## config.mk

```make
export PLATFORM = sky130hd
export DESIGN_NAME = ram_stream_reader_flat
export DESIGN_NICKNAME = d
export VERILOG_FILES = /design/src/rtl/vcu_ram_pkg.sv /design/src/rtl/ram_stream_reader_if.sv /design/src/rtl/ram_rd_fifo.sv /design/src/rtl/ram_stream_reader.sv /design/src/flat_wrapper.sv
export SDC_FILE = /design/constraint.sdc
export NUM_CORES = 2
export LEC_CHECK = 0
export ABC_AREA = 1
export CAP_MARGIN = 20
export CELL_PAD_IN_SITES_DETAIL_PLACEMENT = 1
export CELL_PAD_IN_SITES_GLOBAL_PLACEMENT = 1
export CORE_MARGIN = 1.5
export CORE_UTILIZATION = 46
export CTS_CLUSTER_DIAMETER = 60
export DETAILED_ROUTE_END_ITERATION = 6
export GPL_TIMING_DRIVEN = 1
export PLACE_DENSITY_LB_ADDON = 0.08
export SLEW_MARGIN = 20
export SYNTH_ARGS = -nofsm -noshare
export SYNTH_HDL_FRONTEND = slang
export SYNTH_HIERARCHICAL = 1
export SYNTH_SLANG_ARGS = --single-unit
```

## constraint.sdc

```tcl
create_clock -name clk -period 147.2 [get_ports clk]
set_clock_uncertainty 0.1 [all_clocks]
set_input_delay 14.72 -clock clk [delete_from_list [all_inputs] [get_ports clk]]
set_output_delay 14.72 -clock clk [all_outputs]
set_load 0.03 [all_outputs]
```

## src/rtl/vcu_ram_pkg.sv

```systemverilog
// Shared constants and FSM state type for the buffer-RAM read path.
package vcu_ram_pkg;

    localparam int unsigned DATA_W    = 512;
    localparam int unsigned ADDR_W    = 10;
    localparam int unsigned RAM_DEPTH = 1 << ADDR_W;

    typedef enum logic [1:0] {
        IDLE,
        ISSUE,
        DRAIN
    } rd_state_e;

endpackage

```

## src/rtl/ram_stream_reader_if.sv

```systemverilog
// Bundles the command, RAM read port and output stream of the buffer reader.
// The slave view belongs to the reader; the master view to its environment.
interface ram_stream_reader_if #(
    parameter int unsigned DATA_W = vcu_ram_pkg::DATA_W,
    parameter int unsigned ADDR_W = vcu_ram_pkg::ADDR_W
);

    logic              cmd_valid;
    logic              cmd_ready;
    logic [ADDR_W-1:0] cmd_addr;
    logic [ADDR_W:0]   cmd_len;

    logic              r_en;
    logic [ADDR_W-1:0] r_addr;
    logic [DATA_W-1:0] r_data;

    logic              m_valid;
    logic              m_ready;
    logic [DATA_W-1:0] m_data;
    logic              m_last;

    logic              busy;
    logic              done;

    modport slave (
        input  cmd_valid, cmd_addr, cmd_len, r_data, m_ready,
        output cmd_ready, r_en, r_addr, m_valid, m_data, m_last, busy, done
    );

    modport master (
        output cmd_valid, cmd_addr, cmd_len, r_data, m_ready,
        input  cmd_ready, r_en, r_addr, m_valid, m_data, m_last, busy, done
    );

endinterface

```

## src/rtl/ram_rd_fifo.sv

```systemverilog
// Small synchronous FIFO holding RAM words (plus last-beat tag) for the reader.
// The head entry is presented straight from the storage registers, so the
// output never depends combinationally on the read enable.
module ram_rd_fifo #(
    parameter int unsigned WIDTH = 513,
    parameter int unsigned DEPTH = 4
) (
    input  logic                     clk,
    input  logic                     rst,
    input  logic                     wr_en_i,
    input  logic [WIDTH-1:0]         wr_data_i,
    input  logic                     rd_en_i,
    output logic [WIDTH-1:0]         rd_data_o,
    output logic                     valid_o,
    output logic [$clog2(DEPTH):0]   count_o
);

    localparam int unsigned PW = $clog2(DEPTH);

    logic [WIDTH-1:0] mem_q [DEPTH];
    logic [PW-1:0]    wr_ptr_q;
    logic [PW-1:0]    rd_ptr_q;
    logic [PW:0]      count_q;
    logic             do_wr;
    logic             do_rd;

    // Qualify the pop so an empty FIFO can never underflow.
    always_comb begin
        do_wr = wr_en_i;
        do_rd = rd_en_i && (count_q != '0);
    end

    // Storage, pointers and occupancy; a write and a read together keep the count.
    always_ff @(posedge clk or posedge rst) begin
        if (rst) begin
            for (int unsigned i = 0; i < DEPTH; i++) begin
                mem_q[i] <= '0;
            end
            wr_ptr_q <= '0;
            rd_ptr_q <= '0;
            count_q  <= '0;
        end else begin
            if (do_wr) begin
                mem_q[wr_ptr_q] <= wr_data_i;
                wr_ptr_q        <= wr_ptr_q + 1'b1;
            end
            if (do_rd) begin
                rd_ptr_q <= rd_ptr_q + 1'b1;
            end
            case ({do_wr, do_rd})
                2'b10:   count_q <= count_q + 1'b1;
                2'b01:   count_q <= count_q - 1'b1;
                default: count_q <= count_q;
            endcase
        end
    end

    assign rd_data_o = mem_q[rd_ptr_q];
    assign valid_o   = (count_q != '0);
    assign count_o   = count_q;

endmodule

```

## src/rtl/ram_stream_reader.sv

```systemverilog
// Read-side controller for the buffer RAM: takes a burst command, issues
// credit-limited reads with one cycle of RAM latency, and returns the words
// as a valid/ready stream with last-beat marking and address wrap-around.
module ram_stream_reader #(
    parameter int unsigned DATA_W     = vcu_ram_pkg::DATA_W,
    parameter int unsigned ADDR_W     = vcu_ram_pkg::ADDR_W,
    parameter int unsigned FIFO_DEPTH = 4
) (
    input  logic               clk,
    input  logic               rst,
    ram_stream_reader_if.slave bus
);

    import vcu_ram_pkg::*;

    localparam int unsigned     CW         = $clog2(FIFO_DEPTH) + 1;
    localparam logic [CW:0]     FIFO_LIMIT = (CW+1)'(FIFO_DEPTH);
    localparam logic [ADDR_W:0] LEN_ONE    = (ADDR_W+1)'(1);

    rd_state_e         state_q, state_d;
    logic [ADDR_W-1:0] addr_q, addr_d;
    logic [ADDR_W:0]   rem_q, rem_d;
    logic              pending_q;
    logic              pend_last_q;
    logic              done_q, done_d;
    logic              cmd_ready_q, cmd_ready_d;
    logic              issue;

    logic [CW-1:0]     fifo_count;
    logic [CW:0]       occupancy;
    logic              credit_ok;
    logic              fifo_valid;
    logic              fifo_pop;
    logic              last_pop;
    logic [DATA_W:0]   fifo_out;

    // Credit: words already buffered plus the read still in the RAM pipeline.
    always_comb begin
        occupancy = {1'b0, fifo_count} + {{CW{1'b0}}, pending_q};
        credit_ok = (occupancy < FIFO_LIMIT);
        fifo_pop  = fifo_valid && bus.m_ready;
        last_pop  = fifo_pop && fifo_out[DATA_W];
    end

    // Next-state, read issue and counter updates.
    always_comb begin
        state_d = state_q;
        addr_d  = addr_q;
        rem_d   = rem_q;
        issue   = 1'b0;
        done_d  = 1'b0;
        case (state_q)
            IDLE: begin
                if (bus.cmd_valid && cmd_ready_q) begin
                    addr_d = bus.cmd_addr;
                    if (bus.cmd_len == '0) begin
                        done_d = 1'b1;
                    end else begin
                        rem_d   = bus.cmd_len;
                        state_d = ISSUE;
                    end
                end
            end
            ISSUE: begin
                if (credit_ok && (rem_q != '0)) begin
                    issue  = 1'b1;
                    addr_d = addr_q + 1'b1;
                    rem_d  = rem_q - 1'b1;
                    if (rem_q == LEN_ONE) begin
                        state_d = DRAIN;
                    end
                end
            end
            DRAIN: begin
                // The tagged word is the last one out, so its handshake
                // also means the FIFO has emptied.
                if (last_pop) begin
                    state_d = IDLE;
                    done_d  = 1'b1;
                end
            end
            default: state_d = IDLE;
        endcase
        // Hold off new commands during the done cycle.
        cmd_ready_d = (state_d == IDLE) && !done_d;
    end

    // State, counters, read pipeline tracking and registered handshakes.
    always_ff @(posedge clk or posedge rst) begin
        if (rst) begin
            state_q     <= IDLE;
            addr_q      <= '0;
            rem_q       <= '0;
            pending_q   <= 1'b0;
            pend_last_q <= 1'b0;
            done_q      <= 1'b0;
            cmd_ready_q <= 1'b0;
        end else begin
            state_q     <= state_d;
            addr_q      <= addr_d;
            rem_q       <= rem_d;
            pending_q   <= issue;
            pend_last_q <= issue && (rem_q == LEN_ONE);
            done_q      <= done_d;
            cmd_ready_q <= cmd_ready_d;
        end
    end

    ram_rd_fifo #(
        .WIDTH (DATA_W + 1),
        .DEPTH (FIFO_DEPTH)
    ) u_fifo (
        .clk       (clk),
        .rst       (rst),
        .wr_en_i   (pending_q),
        .wr_data_i ({pend_last_q, bus.r_data}),
        .rd_en_i   (fifo_pop),
        .rd_data_o (fifo_out),
        .valid_o   (fifo_valid),
        .count_o   (fifo_count)
    );

    assign bus.cmd_ready = cmd_ready_q;
    assign bus.r_en      = issue;
    assign bus.r_addr    = addr_q;
    assign bus.m_valid   = fifo_valid;
    assign bus.m_data    = fifo_out[DATA_W-1:0];
    assign bus.m_last    = fifo_out[DATA_W];
    assign bus.busy      = (state_q != IDLE);
    assign bus.done      = done_q;

endmodule

```

## src/flat_wrapper.sv

```systemverilog
// flat-port wrapper written by rule: the top's interface ports become plain ports
module ram_stream_reader_flat import vcu_ram_pkg::*;
#(
    parameter int unsigned DATA_W     = vcu_ram_pkg::DATA_W,
    parameter int unsigned ADDR_W     = vcu_ram_pkg::ADDR_W,
    parameter int unsigned FIFO_DEPTH = 4
)
  (clk, rst, bus_cmd_valid, bus_cmd_addr, bus_cmd_len, bus_r_data, bus_m_ready, bus_cmd_ready, bus_r_en, bus_r_addr, bus_m_valid, bus_m_data, bus_m_last, bus_busy, bus_done);
  ram_stream_reader_if #(.DATA_W(DATA_W), .ADDR_W(ADDR_W)) bus_i ();
  input  logic clk;
  input  logic rst;
  input wire logic [$bits(bus_i.cmd_valid)-1:0] bus_cmd_valid;
  input wire logic [$bits(bus_i.cmd_addr)-1:0] bus_cmd_addr;
  input wire logic [$bits(bus_i.cmd_len)-1:0] bus_cmd_len;
  input wire logic [$bits(bus_i.r_data)-1:0] bus_r_data;
  input wire logic [$bits(bus_i.m_ready)-1:0] bus_m_ready;
  output wire logic [$bits(bus_i.cmd_ready)-1:0] bus_cmd_ready;
  output wire logic [$bits(bus_i.r_en)-1:0] bus_r_en;
  output wire logic [$bits(bus_i.r_addr)-1:0] bus_r_addr;
  output wire logic [$bits(bus_i.m_valid)-1:0] bus_m_valid;
  output wire logic [$bits(bus_i.m_data)-1:0] bus_m_data;
  output wire logic [$bits(bus_i.m_last)-1:0] bus_m_last;
  output wire logic [$bits(bus_i.busy)-1:0] bus_busy;
  output wire logic [$bits(bus_i.done)-1:0] bus_done;
  assign bus_i.cmd_valid = bus_cmd_valid;
  assign bus_i.cmd_addr = bus_cmd_addr;
  assign bus_i.cmd_len = bus_cmd_len;
  assign bus_i.r_data = bus_r_data;
  assign bus_i.m_ready = bus_m_ready;
  assign bus_cmd_ready = bus_i.cmd_ready;
  assign bus_r_en = bus_i.r_en;
  assign bus_r_addr = bus_i.r_addr;
  assign bus_m_valid = bus_i.m_valid;
  assign bus_m_data = bus_i.m_data;
  assign bus_m_last = bus_i.m_last;
  assign bus_busy = bus_i.busy;
  assign bus_done = bus_i.done;
  ram_stream_reader #(.DATA_W(DATA_W), .ADDR_W(ADDR_W), .FIFO_DEPTH(FIFO_DEPTH)) u_core (.clk(clk), .rst(rst), .bus(bus_i));
endmodule
```

Word-level counts from Yosys, hierarchy flattened
Cells that the tools add are included.

Register bits after elaboration: 2086. Bits in latches: 0. RAM bits: 0. Memory bits (read-only): 0. Bits of input ports: 537. Output and inout bits: 528. Logic and storage cells: 80. Memories: 0.

Add/sub/neg operators: 7. Multipliers: 0. Div/mod/pow operators: 0. Magnitude comparators: 4. Eq/ne operators: 8. Shift operators: 0. Muxes and demuxes: 26. Bitwise logic cells: 2. Reduce and logical (&&, ||, !) cells: 19.

Operators by type and width (count): $bwmux 2052 (1); $mux 513 (3); $bmux 513 s2 (1); $demux 513 s2 (1); $mux 11 (3); $pmux 11 s2 (1); $mux 10 (2); $pmux 10 s2 (1); $eq 11x1->1 const B (1); $logic_not 11->1 (1); $reduce_bool 11->1 (1); $sub 11x1->11 const B (1); $add 10x1->10 const B (1); $mux 2 (5); $logic_and 1x1->1 (8); $ge 3x3->1 const B (2); $not 2->3 (2); $pmux 2 s3 (1); $pmux 3 s2 (1); $reduce_bool 2->1 (3); $mux 1 (5); $add 2x1->2 const B (2); $add 3x1->4 (1); $eq 2x1->1 const B (2); other kinds (13) (16).

Longest topological paths before layout
Depth in word-level cells: 9. Mapped depth: 14. Gate-level depth less buffers: 14.

Modules after synthesis
The synthesis kept the hierarchy.

Modules (own cells, without submodules): ram_rd_fifo (times used 1, cells an instance 11106, area an instance 92638.8 um^2, sequential area each 51524.4 um^2); ram_stream_reader (times used 1, cells an instance 291, area an instance 1859.3 um^2, sequential area each 675.6 um^2).

Worst setup path before layout
OpenSTA, ideal clock, no wires.

Path kind: register to output. Start: register u_core.u_fifo.rd_ptr_q[0]. End: output bus_m_last. Arrival: 1.342 ns. Required time: 132.380 ns. Setup slack: 131.038 ns. Cell stages (with the launch flop): 7. Buffers on the path: 3. Cell sequence: dfrtp_1 > inv_2 > buf_4 > buf_2 > buf_2 > o211ai_1 > nand2_1.

Longest elaborated chain between the ends: 4.

RTL lines: from (decl) (RTL line ram_rd_fifo.sv:22) `logic [PW-1:0] rd_ptr_q;`; from (signal assigned) (RTL line ram_rd_fifo.sv:48) `rd_ptr_q <= rd_ptr_q + 1'b1;`; $not 2->3 (not written as such) (RTL line ram_rd_fifo.sv:58) `assign rd_data_o = mem_q[rd_ptr_q];`; $bmux 513 s2 (RTL line ram_rd_fifo.sv:58); $mux 513 (not written as such) (2 in series) (RTL line ram_rd_fifo.sv:58); to (decl) (RTL line flat_wrapper.sv:22) `output wire logic [$bits(bus_i.m_last)-1:0] bus_m_last;`.

No other way between the ends. The select of a mux whose other input is x is not followed.

Final worst setup path
Start: register u_core.u_fifo.rd_ptr_q[0]. End: output bus_m_data[76].

Longest elaborated chain between the ends: 4.

RTL lines: $not 2->3 (not written as such) (RTL line ram_rd_fifo.sv:58); $bmux 513 s2 (RTL line ram_rd_fifo.sv:58); $mux 513 (not written as such) (2 in series) (RTL line ram_rd_fifo.sv:58); to (decl) (RTL line flat_wrapper.sv:21) `output wire logic [$bits(bus_i.m_data)-1:0] bus_m_data;`.

No other way between the ends. The select of a mux whose other input is x is not followed.

==> metrics.csv <==
stage,metric,value,unit
sta,hold_violations,0,
global_routing,grt_remaining_overflow,0,
sta,period_share,14.90,%
clock_network,cts_buffers,227,
logic_synthesis,ys_warn_count,6,
sta,slew_headroom,15.88,%
clock_network,cts_hold_buf,0,
power_and_ir_drop,leakage,56.75,nW
detailed_routing,drtIter0Drc,4962,
clock_network,cts_setup_buffers,0,
logic_synthesis,synth_area_leaders,"dfrtp_1 (55%), nand2_1 (15%), o21ai_0 (9.5%), o211ai_1 (8.2%), inv_1 (6.3%)",
logic_synthesis,synth-seq-cells,2086,
logic_synthesis,ys_types,30,
finish,drive_gt1_share,3.903,%
logic_synthesis,synthArstFlopShare,100.0,%
logic_synthesis,synth_cells,11397,
detailed_routing,dr.pass1.iters,5,
clock_network,cts-root-buf,clkbuf_16,
placed_design,port_buffers,1064,
finish,final_common_cell,nand2_1,
critical_path,cp.buffers_inverters,6,
logic_synthesis,synth_seq_area_share,55.24,%
clock_network,clkLatencyLatePin,0.84,ns
critical_path,cp.required,132.38,ns
floorplanning,pin_count,1065,
critical_path,crit_fanout,185,
sta,slew_violations,0,
sta,rsz0062_at_grt,no,
sta,period_needed,21.93,ns
clock_network,htree_num_levels,4,
finish,mostFrequentLayoutCells,"nand2_1 (3,723), dfrtp_1 (2,085), o21ai_0 (1,801), inv_1 (1,583), clkdlybuf4s50_1 (1,064)",
placed_design,dp_hpwl,197.9,mm
critical_path,max_stage_delay,0.96,ns
critical_path,path_cells,inv_8 > buf_4 > buf_4 > buf_4 > buf_4 > o211ai_1 > nand2_1 > clkdlybuf4s50_1,
logic_synthesis,synth_top_area_share,55.24,%
floorplanning,row_count,166,
logic_synthesis,netlist_area,0.09450,sq mm
placed_design,pre_cts_ws,125.97,ns
global_routing,grt_usage,29.66,%
sta,fin_tns_setup,0,ns
logic_synthesis,synth_area_leader_cell,dfrtp_1,
critical_path,cp-end-kind,output port,
logic_synthesis,syn_area_per_cell,8.291,sq um
clock_network,clk_transition_reported_paths,0.06,ns
hold_path,worst_hold_path_type,reg -> reg,
finish,fin_util,55.59,%
power_and_ir_drop,p_per_area,28.38,mW/mm^2
critical_path,crit_top_cell,buf_4,
detailed_routing,vias,79581,
global_routing,grt_pass1_wl,489.3,mm
finish,fin_nets,12533,
sta,holdWs,0.3805,ns
power_and_ir_drop,p_total,3.224,mW
critical_path,crit_path_top_delay_cell,buf_4,
finish,fillers,24059,
logic_synthesis,synth_nets,11944,
placed_design,gp_congestion,0.8375,
global_routing,grt_pass1_vias,84648,
global_routing,grt_max_degree,265,
clock_network,cts_max_path_buffers,3,
clock_network,cts_tree,yes,
floorplanning,core,0.2044,sq mm
critical_path,critical_path_arrival,7.12,ns
clock_network,cts_resized,0,
detailed_routing,drc_errors,0,
floorplanning,die_w,456.2,microns
critical_path,crit_type,reg -> out,
power_and_ir_drop,peakVddDrop,0.01977,mV
sta,worst_pin_slew,1.262,ns
detailed_routing,via_per_inst,5.340,
detailed_routing,routed_wl,309.9,mm
critical_path,critPathLaunchType,register,
finish,area_delta_synth_final,20.23,%
logic_synthesis,ys.flop_type,dfrtp_1,
sta,fmax,45.59,MHz
sta,setup_violations,0,
global_routing,antenna_found_initial,75,
detailed_routing,wire_per_inst,20.80,microns
detailed_routing,ant_nets,0,
sta,fin_ws,125.27,ns
floorplanning,start_util,46.24,%
clock_network,clock-sinks,2086,
floorplanning,dieArea,0.2082,sq mm
outcome,status,completed,
critical_path,cpLargestDelayFamily,buffers and inverters,
flow_run,max_cap_viol_count,0,
logic_synthesis,synth_edf_count,0,
floorplanning,fp.dieH,456.2,microns
flip-flops by register name, indices dropped and copies added, names as in the netlist:
signal                  flops
u_core/bus.cmd_ready        1
u_core/bus.done             1
u_core/bus.r_addr          10
u_core/pend_last_q          1
u_core/pending_q            1
u_core/rem_q               11
u_core/state_q              2
u_core/u_fifo/count_o       3
u_core/u_fifo/mem_q      2052
u_core/u_fifo/rd_ptr_q      2
u_core/u_fifo/wr_ptr_q      2
Yosys cell counts, types with 2 or more instances:
| library cell | instances |
|---|---|
| buf_1 | 10 |
| nand2_2 | 4 |
| nand4_1 | 3 |
| inv_2 | 2 |
| ha_1 | 9 |
| buf_6 | 13 |
| o211ai_1 | 1026 |
| nor2_1 | 27 |
| inv_1 | 1585 |
| nor2_2 | 3 |
| nand3_1 | 41 |
| buf_4 | 25 |
| nand2_1 | 3723 |
| clkbuf_1 | 388 |
| a21oi_1 | 2 |
| nand2_4 | 4 |
| o21ai_0 | 1801 |
| or2_2 | 5 |
| buf_2 | 364 |
| xor2_1 | 4 |
| dfrtp_1 | 2086 |
| o21ai_1 | 264 |
path summary, 6_finish.rpt:
kind                                                        from                                     to  slack (ns)  depth (start not counted)
setup / recovery           u_core/u_fifo/rd_ptr_q[0]$_DFFE_PP0P_                         bus_m_data[76]      125.27                          8
hold reg to reg            u_core/u_fifo/mem_q[1873]$_DFFE_PP0P_  u_core/u_fifo/mem_q[1873]$_DFFE_PP0P_        0.38                          2
min in group asynchronous                                    rst         u_core/bus.cmd_ready$_DFF_PP0_       14.34                          2
max in group asynchronous                                    rst  u_core/u_fifo/mem_q[1808]$_DFFE_PP0P_      127.08                          8
hold / removal             u_core/u_fifo/mem_q[1873]$_DFFE_PP0P_  u_core/u_fifo/mem_q[1873]$_DFFE_PP0P_        0.38                          2
setup reg to reg           u_core/u_fifo/wr_ptr_q[1]$_DFFE_PP0P_  u_core/u_fifo/mem_q[1178]$_DFFE_PP0P_      141.99                          8
stage by stage:
stage | area (sq um) | instances
3_3_place_gp | 105700 | 14443
4_1_cts | 113400 | 14856
6_report | 113600 | 14902
3_5_place_dp | 105700 | 14443
2_1_floorplan | 94500 | 11397
5_1_grt | 113600 | 14901
layout make-up:
class	instances	area (sq um)	share of cell area [%]
flip-flops and latches	2086	52200	45.95
clock inverters	50	604.3	0.5319
repair buffers	1160	11560	10.17
clock buffers	363	7072	6.224
multi-input cells	6923	32720	28.80
inverters	1588	5988	5.271
well taps	2688	3363	2.960
diodes	44	110.1	0.09691
kinds of logic (layout without fill, tap and decap cells):
group	count (synthesis)	count (layout)	share of synthesized area, %
DFF	2086	2086	55.24
other	0	44	0
AOI/OAI and AO/OA	3095	3095	19.11
buffers and inverters	2388	3161	10.18
adders and majority gates	10	10	0.1404
and+or+nand+nor	3813	3813	15.28
xor gates and xnor gates	5	5	0.04634
per-layer routing:
| metal | share of wire [%] | global-route usage, % |
|---|---|---|
| met1 | 39 | 35.18 |
| met2 | 48 | 48.89 |
| met3 | 4.5 | 5.264 |
| met4 | 7.7 | 20.97 |
| met5 | 0.099 | 0 |
power by group:
| part | leakage [nW] | switching, mW | total (mW) | internal (mW) |
|---|---|---|---|---|
| logic | 27.4 | 1.08 | 1.62 | 0.544 |
| clock network | 3.79 | 0.235 | 0.583 | 0.348 |
| registers | 25.5 | 0.159 | 1.02 | 0.863 |
worst register-to-register path, delay by kind of cell (launching register included):
| kind | cells | cell delay, ns |
|---|---|---|
| fa+ha+maj | 1 | 0.25 |
| compound gates | 1 | 0.25 |
| flops | 1 | 0.38 |
| simple gates | 1 | 0.59 |
| buf+inv | 5 | 3.47 |
Note: power is estimated with default switching activity, not from simulation.
